`src/rtl/intan_spi_pkg.sv`:
```
// Shared constants for the Intan SPI master: opcodes, aux command table, FSM states, slot timing.
package intan_spi_pkg;

  localparam logic [4:0] LOCK_COUNT   = 5'd16;
  localparam int         NUM_CHANNELS = 35;
  localparam int         SCLK_DIV     = 4;
  localparam logic [6:0] SLOT_LAST    = 7'd79;
  localparam logic [6:0] SPI_CYCLES   = 7'd64;
  localparam logic [5:0] CH_LAST      = 6'd34;
  localparam logic [5:0] NUM_CONVERT  = 6'd32;

  localparam logic [1:0]  OP_CONVERT = 2'b00;
  localparam logic [15:0] AUX_CMD_0  = 16'hE800;
  localparam logic [15:0] AUX_CMD_1  = 16'hE900;
  localparam logic [15:0] AUX_CMD_2  = 16'hEA00;

  typedef enum logic [1:0] {
    ST_IDLE = 2'd0,
    ST_RUN  = 2'd1,
    ST_DONE = 2'd2
  } state_e;

  // Slots 0..31 convert their own channel; 32..34 read the three aux registers.
  function automatic logic [15:0] cmd_for(input logic [5:0] ch);
    logic [15:0] cmd;
    cmd = {OP_CONVERT, ch, 8'h00};
    if (ch >= NUM_CONVERT) begin
      case (ch)
        6'd32:   cmd = AUX_CMD_0;
        6'd33:   cmd = AUX_CMD_1;
        default: cmd = AUX_CMD_2;
      endcase
    end
    return cmd;
  endfunction

endpackage

```
`src/rtl/intan_spi_clk_lock_gen.sv`:
```
// Lock indication: saturating counter after reset release; clk_stable rises on the
// LOCK_COUNT-th clock and stays high until the next reset.
module clk_lock_gen
  import intan_spi_pkg::*;
(
  input  logic clk_i,
  input  logic reset_i,
  output logic clk_stable_o
);

  logic [4:0] lock_cnt_q, lock_cnt_d;
  logic       stable_q;

  always_comb begin
    lock_cnt_d = lock_cnt_q;
    if (lock_cnt_q != LOCK_COUNT) lock_cnt_d = lock_cnt_q + 5'd1;
  end

  always_ff @(posedge clk_i) begin
    if (reset_i) begin
      lock_cnt_q <= 5'd0;
      stable_q   <= 1'b0;
    end else begin
      lock_cnt_q <= lock_cnt_d;
      stable_q   <= (lock_cnt_d == LOCK_COUNT);
    end
  end

  assign clk_stable_o = stable_q;

endmodule

```
`src/rtl/intan_spi_top_module.sv`:
```
// Intan RHD2000-style SPI master: 35 command slots per frame, 80 clocks per slot,
// one-shot (max_timestep frames) or continuous; SPI pins registered from next-state.
module intan_spi_top_module
  import intan_spi_pkg::*;
(
  input  logic        clk_ext,
  input  logic        reset,
  input  logic        SPI_continuous,
  input  logic        SPI_start,
  input  logic [31:0] max_timestep,
  output logic        clk,
  output logic        clk_stable,
  output logic        SCLK,
  output logic        CS,
  output logic        MOSI,
  output logic [6:0]  state_counter,
  output logic [5:0]  channel,
  output logic [31:0] timestamp,
  output logic [3:0]  instr_counter,
  output logic [15:0] instr
);

  assign clk = clk_ext;

  clk_lock_gen u_lock (
    .clk_i        (clk_ext),
    .reset_i      (reset),
    .clk_stable_o (clk_stable)
  );

  state_e      state_q, state_d;
  logic [6:0]  sc_q, sc_d;
  logic [5:0]  ch_q, ch_d;
  logic [31:0] ts_q, ts_d;
  logic [3:0]  ic_q, ic_d;
  logic [15:0] instr_q, instr_d;
  logic        sclk_q, sclk_d;
  logic        cs_q, cs_d;
  logic        mosi_q, mosi_d;

  logic        slot_end, frame_end, zero_run, in_spi;
  logic [31:0] ts_inc;
  logic [3:0]  bit_idx;

  assign slot_end  = (sc_q == SLOT_LAST);
  assign frame_end = slot_end && (ch_q == CH_LAST);
  assign zero_run  = !SPI_continuous && (max_timestep == 32'd0);
  assign ts_inc    = ts_q + 32'd1;

  always_ff @(posedge clk_ext) begin
    if (reset) begin
      state_q <= ST_IDLE;
      sc_q    <= 7'd0;
      ch_q    <= 6'd0;
      ts_q    <= 32'd0;
      ic_q    <= 4'd0;
      instr_q <= 16'd0;
      sclk_q  <= 1'b0;
      cs_q    <= 1'b1;
      mosi_q  <= 1'b0;
    end else begin
      state_q <= state_d;
      sc_q    <= sc_d;
      ch_q    <= ch_d;
      ts_q    <= ts_d;
      ic_q    <= ic_d;
      instr_q <= instr_d;
      sclk_q  <= sclk_d;
      cs_q    <= cs_d;
      mosi_q  <= mosi_d;
    end
  end

  // SPI_continuous only matters at a frame boundary, so a mid-run change waits for it.
  always_comb begin
    state_d = state_q;
    case (state_q)
      ST_IDLE: if (clk_stable && SPI_start) state_d = zero_run ? ST_DONE : ST_RUN;
      ST_RUN:  if (frame_end && !SPI_continuous && (ts_inc == max_timestep)) state_d = ST_DONE;
      ST_DONE: if (!SPI_start) state_d = ST_IDLE;
      default: state_d = ST_IDLE;
    endcase
  end

  always_comb begin
    sc_d = sc_q;
    ch_d = ch_q;
    ts_d = ts_q;
    if (state_q == ST_IDLE && state_d == ST_RUN) begin
      sc_d = 7'd0;
      ch_d = 6'd0;
      ts_d = 32'd0;
    end else if (state_q == ST_RUN) begin
      sc_d = slot_end ? 7'd0 : sc_q + 7'd1;
      if (slot_end)  ch_d = (ch_q == CH_LAST) ? 6'd0 : ch_q + 6'd1;
      if (frame_end) ts_d = ts_inc;
    end
    if (state_d != ST_RUN) sc_d = 7'd0;

    // Pins are decoded from the next counter value so they line up with state_counter.
    in_spi  = (state_d == ST_RUN) && (sc_d < SPI_CYCLES);
    bit_idx = sc_d[5:2];
    instr_d = cmd_for(ch_d);
    cs_d    = !in_spi;
    sclk_d  = in_spi && sc_d[1];
    ic_d    = in_spi ? bit_idx : 4'd0;
    mosi_d  = in_spi && instr_d[4'd15 - bit_idx];
  end

  assign state_counter = sc_q;
  assign channel       = ch_q;
  assign timestamp     = ts_q;
  assign instr_counter = ic_q;
  assign instr         = instr_q;
  assign SCLK          = sclk_q;
  assign CS            = cs_q;
  assign MOSI          = mosi_q;

endmodule

```
`config.mk`:
```
export PLATFORM = sky130hd
export DESIGN_NAME = intan_spi_top_module
export DESIGN_NICKNAME = d
export VERILOG_FILES = /design/src/rtl/intan_spi_pkg.sv /design/src/rtl/intan_spi_clk_lock_gen.sv /design/src/rtl/intan_spi_top_module.sv
export SDC_FILE = /design/constraint.sdc
export NUM_CORES = 1
export LEC_CHECK = 0
export CORE_UTILIZATION = 30
export DETAILED_ROUTE_END_ITERATION = 7
export PLACE_DENSITY = 0.65
export SYNTH_ARGS = -nofsm -noshare
export SYNTH_HDL_FRONTEND = slang
export SYNTH_SLANG_ARGS = --single-unit
```
`constraint.sdc`:
```
create_clock -name clk_ext -period 3.24 [get_ports clk_ext]
set_input_delay 0.648 -clock clk_ext [delete_from_list [all_inputs] [get_ports clk_ext]]
set_output_delay 0.648 -clock clk_ext [all_outputs]
set_load 0.02 [all_outputs]
```
==> impl_metrics.yaml <==
status:
  run_status: "finished, final reports clean"
floorplan:
  num_rows: 44
  dieWidth_um: 123.5
  die_h_um: 123.5
  dieArea_mm2: 0.01526
  coreArea_mm2: 0.01448
  initial_core_util_pct: 30.61
  ios: 106
worst_setup_path:
  worstSetupPathType: "flip-flop to flip-flop"
  path_delay_family: "simple AND/OR/NAND/NOR gates"
  path_cells: "ha_2 > nand3_4 > or3_4 > nor2_4 > xnor2_1 > or4_1 > or4b_4 > o21ai_4 > a2111oi_1"
  crit_path_end_kind: "flip-flop"
  slowest_stage: "or4b_4"
  cp.required_ns: 3.56
  reg2regPathDepth: 9
  cp.depth: 9
  cp_slowest_stage_delay_ns: 0.58
  path_buf_inv: 0
  start_kind: "flip-flop"
  crit_fanout: 11
  cp.arrival_ns: 3.37
layout:
  area_growth_syn_to_layout_pct: 39.30
  n_antenna_cell: 0
  num-nets-final: 725
  design_area_mm2: 0.006173
  drive_gt1_share_pct: 11.21
  layout_common_cells: "clkdlybuf4s50_1, nor2_1, dfxtp_1"
  final_common_cell: "clkdlybuf4s50_1"
  utilization_pct: 42.64
routing:
  ant_nets: 0
  drc_errors: 0
  wire_per_inst_um: 16.28
  vias_per_cell: 5.253
  dr.first_iter.drc_count: 249
  firstDrtPassIters: 5
  vias: 4575
  wirelength_mm: 14.18
grt:
  grt_pass1_wl_mm: 22.66
  first_global_vias: 4504
  grt-ovfl-total: 0
  grtUsageTotal_pct: 19.66
  antenna_found_initial: 0
  grt_max_degree: 45
logic_synthesis:
  synth-edff-count: 0
  synthXorXnorAreaFrac_pct: 15.56
  synthArstFlopShare_pct: 0
  ys_seq_elements: 66
  synthFlopType: "dfxtp_1"
  netlist_instances: 563
  yosysTopAreaCell: "dfxtp_1"
  ys_seq_area_share_pct: 29.81
  ys_warn_count: 0
  synth-simple-area-share_pct: 34.27
  netlist.area_leader.share_pct: 29.81
  synth_top_family_by_area: "simple AND/OR/NAND/NOR gates"
  synthMuxAreaShare_pct: 1.609
  synth_fa_ha_area_share_pct: 1.694
  synth.distinct_cells: 63
  yosys-top-cells-area: "dfxtp_1, xnor2_1, nor2_1"
  synth_compound_area_share_pct: 11.21
  synth_area_per_cell_um2: 7.872
  synth_area_mm2: 0.004432
placement:
  io_buffers: 97
  placed_area_mm2: 0.005784
  gp_congestion: 0.9522
  place_hpwl_mm: 11.22
  dp_slack_ns: -0.2698
sta:
  skew_ns: 0.008276
  tightest_slew_ns: 0.8805
  period_minus_slack_ns: 3.058
  final-setup-viol-count: 0
  fmax_mhz: 327.1
  slew-limit-headroom_pct: 40.50
  finalCritPeriodShare_pct: 94.37
  hold_viol: 0
  hold-worst-slack_ns: 0.5496
  drv_slew: 0
  rsz0062_at_grt: "false"
  setup_ws_ns: 0.1824
pwr:
  p_leak_nw: 2.136
  finalPower_mw: 2.212
  ir_worst_vdd_uv: 237.8
  power_density_mw_per_mm2: 358.3
hold_path:
  hp-class: "flip-flop to flip-flop"
  worstHoldPathCells: 2
clock_network:
  clkTransAtPathRegs_ns: 0.06
  tritoncts: "built"
  clock_latency_ns: 0.45
  postCtsSetupRepairBufs: 0
flow_run:
  cap_violations: 0
==> sequential cells by signal (all words and copies together) (netlist names) <==
| register | flops |
|---|---|
| timestamp | 32 |
| state_counter | 7 |
| channel | 6 |
| instr | 6 |
| u_lock.lock_cnt_q | 5 |
| instr_counter | 4 |
| state_q | 2 |
| CS | 1 |
| MOSI | 1 |
| SCLK | 1 |
| u_lock.clk_stable_o | 1 |
==> Yosys cell counts (3+ instances only) <==
cell type,count
nand2b_1,7
clkbuf_1,16
xor2_1,31
nor2b_1,11
xnor2_1,45
buf_4,11
dfxtp_1,66
a21o_1,4
nor4b_1,4
a31oi_1,3
and4_1,6
nand4_1,24
nor4_1,13
and3_1,9
o22ai_1,4
nand2_1,39
nor2_1,75
ha_1,6
or4_1,5
and2_1,6
or3_1,11
nor3_1,29
mux2i_1,6
buf_2,15
nor3b_1,5
o21ai_0,20
nand3b_1,3
inv_1,10
o2111ai_1,3
nand3_1,17
a21oi_1,17
==> timing repair <==
item,CTS,global route
setup endpoints to repair,0,11
hold buffers,0,0
gates resized for setup,0,3
==> kinds of logic (layout without fill, tap and decap cells) <==
group           count (synthesis)  count (layout)
mux                             7               7
xor+xnor                       77              77
flops                          66              66
other cells                     1               8
compound gates                 74              74
simple gates                  280             280
fa+ha+maj                       6               6
buf+inv                        52             169
==> per-stage QoR <==
step           setup TNS [ns]  std cells
5_1_grt                     0        871
6_report                    0        871
4_1_cts                     0        871
3_3_place_gp           -1.395        853
3_5_place_dp           -2.252        853
2_1_floorplan               0        570
==> worst paths after layout <==
kind,start,endpoint,slack (ns)
hold reg to reg,u_lock.lock_cnt_q[4]$_SDFF_PP0_,u_lock.lock_cnt_q[4]$_SDFF_PP0_,0.55
setup / recovery,timestamp[1]$_SDFFE_PP0P_,MOSI$_SDFF_PP0_,0.18
setup reg to reg,timestamp[1]$_SDFFE_PP0P_,MOSI$_SDFF_PP0_,0.18
hold / removal,u_lock.lock_cnt_q[4]$_SDFF_PP0_,u_lock.lock_cnt_q[4]$_SDFF_PP0_,0.55
==> layout make-up <==
type | instances | area [µm²]
Clock buffer | 15 | 337.8
Clock inverter | 4 | 51.30
Fill cell | 1439 | 8305
Inverter | 10 | 37.54
Multi-Input combinational cell | 452 | 2892
Sequential cell | 66 | 1321
Tap cell | 184 | 230.2
Timing Repair Buffer | 140 | 1304
==> worst register-to-register path, cell delays in order, from the launching register on <==
cell,delay (ns)
dfxtp_1,0.34
ha_2,0.25
nand3_4,0.13
or3_4,0.51
nor2_4,0.13
xnor2_1,0.11
or4_1,0.54
or4b_4,0.58
o21ai_4,0.23
a2111oi_1,0.11
==> report_power, final <==
group	leakage [nW]	internal (mW)	switching (mW)
sequential	0.532	0.815	0.00358
clock	0.188	0.811	0.414
combinational	1.42	0.0829	0.0851
total	2.14	1.71	0.503
==> metal layers <==
layer  GRT usage (%)  wire length (µm)  up-vias
met4           8.057               386        0
met3           5.304               893       39
li1                -                 -     2226
met2           30.97              6469      167
met5               0                 0        -
met1           25.24              6427     2143
(Power assumes the default switching activity.)
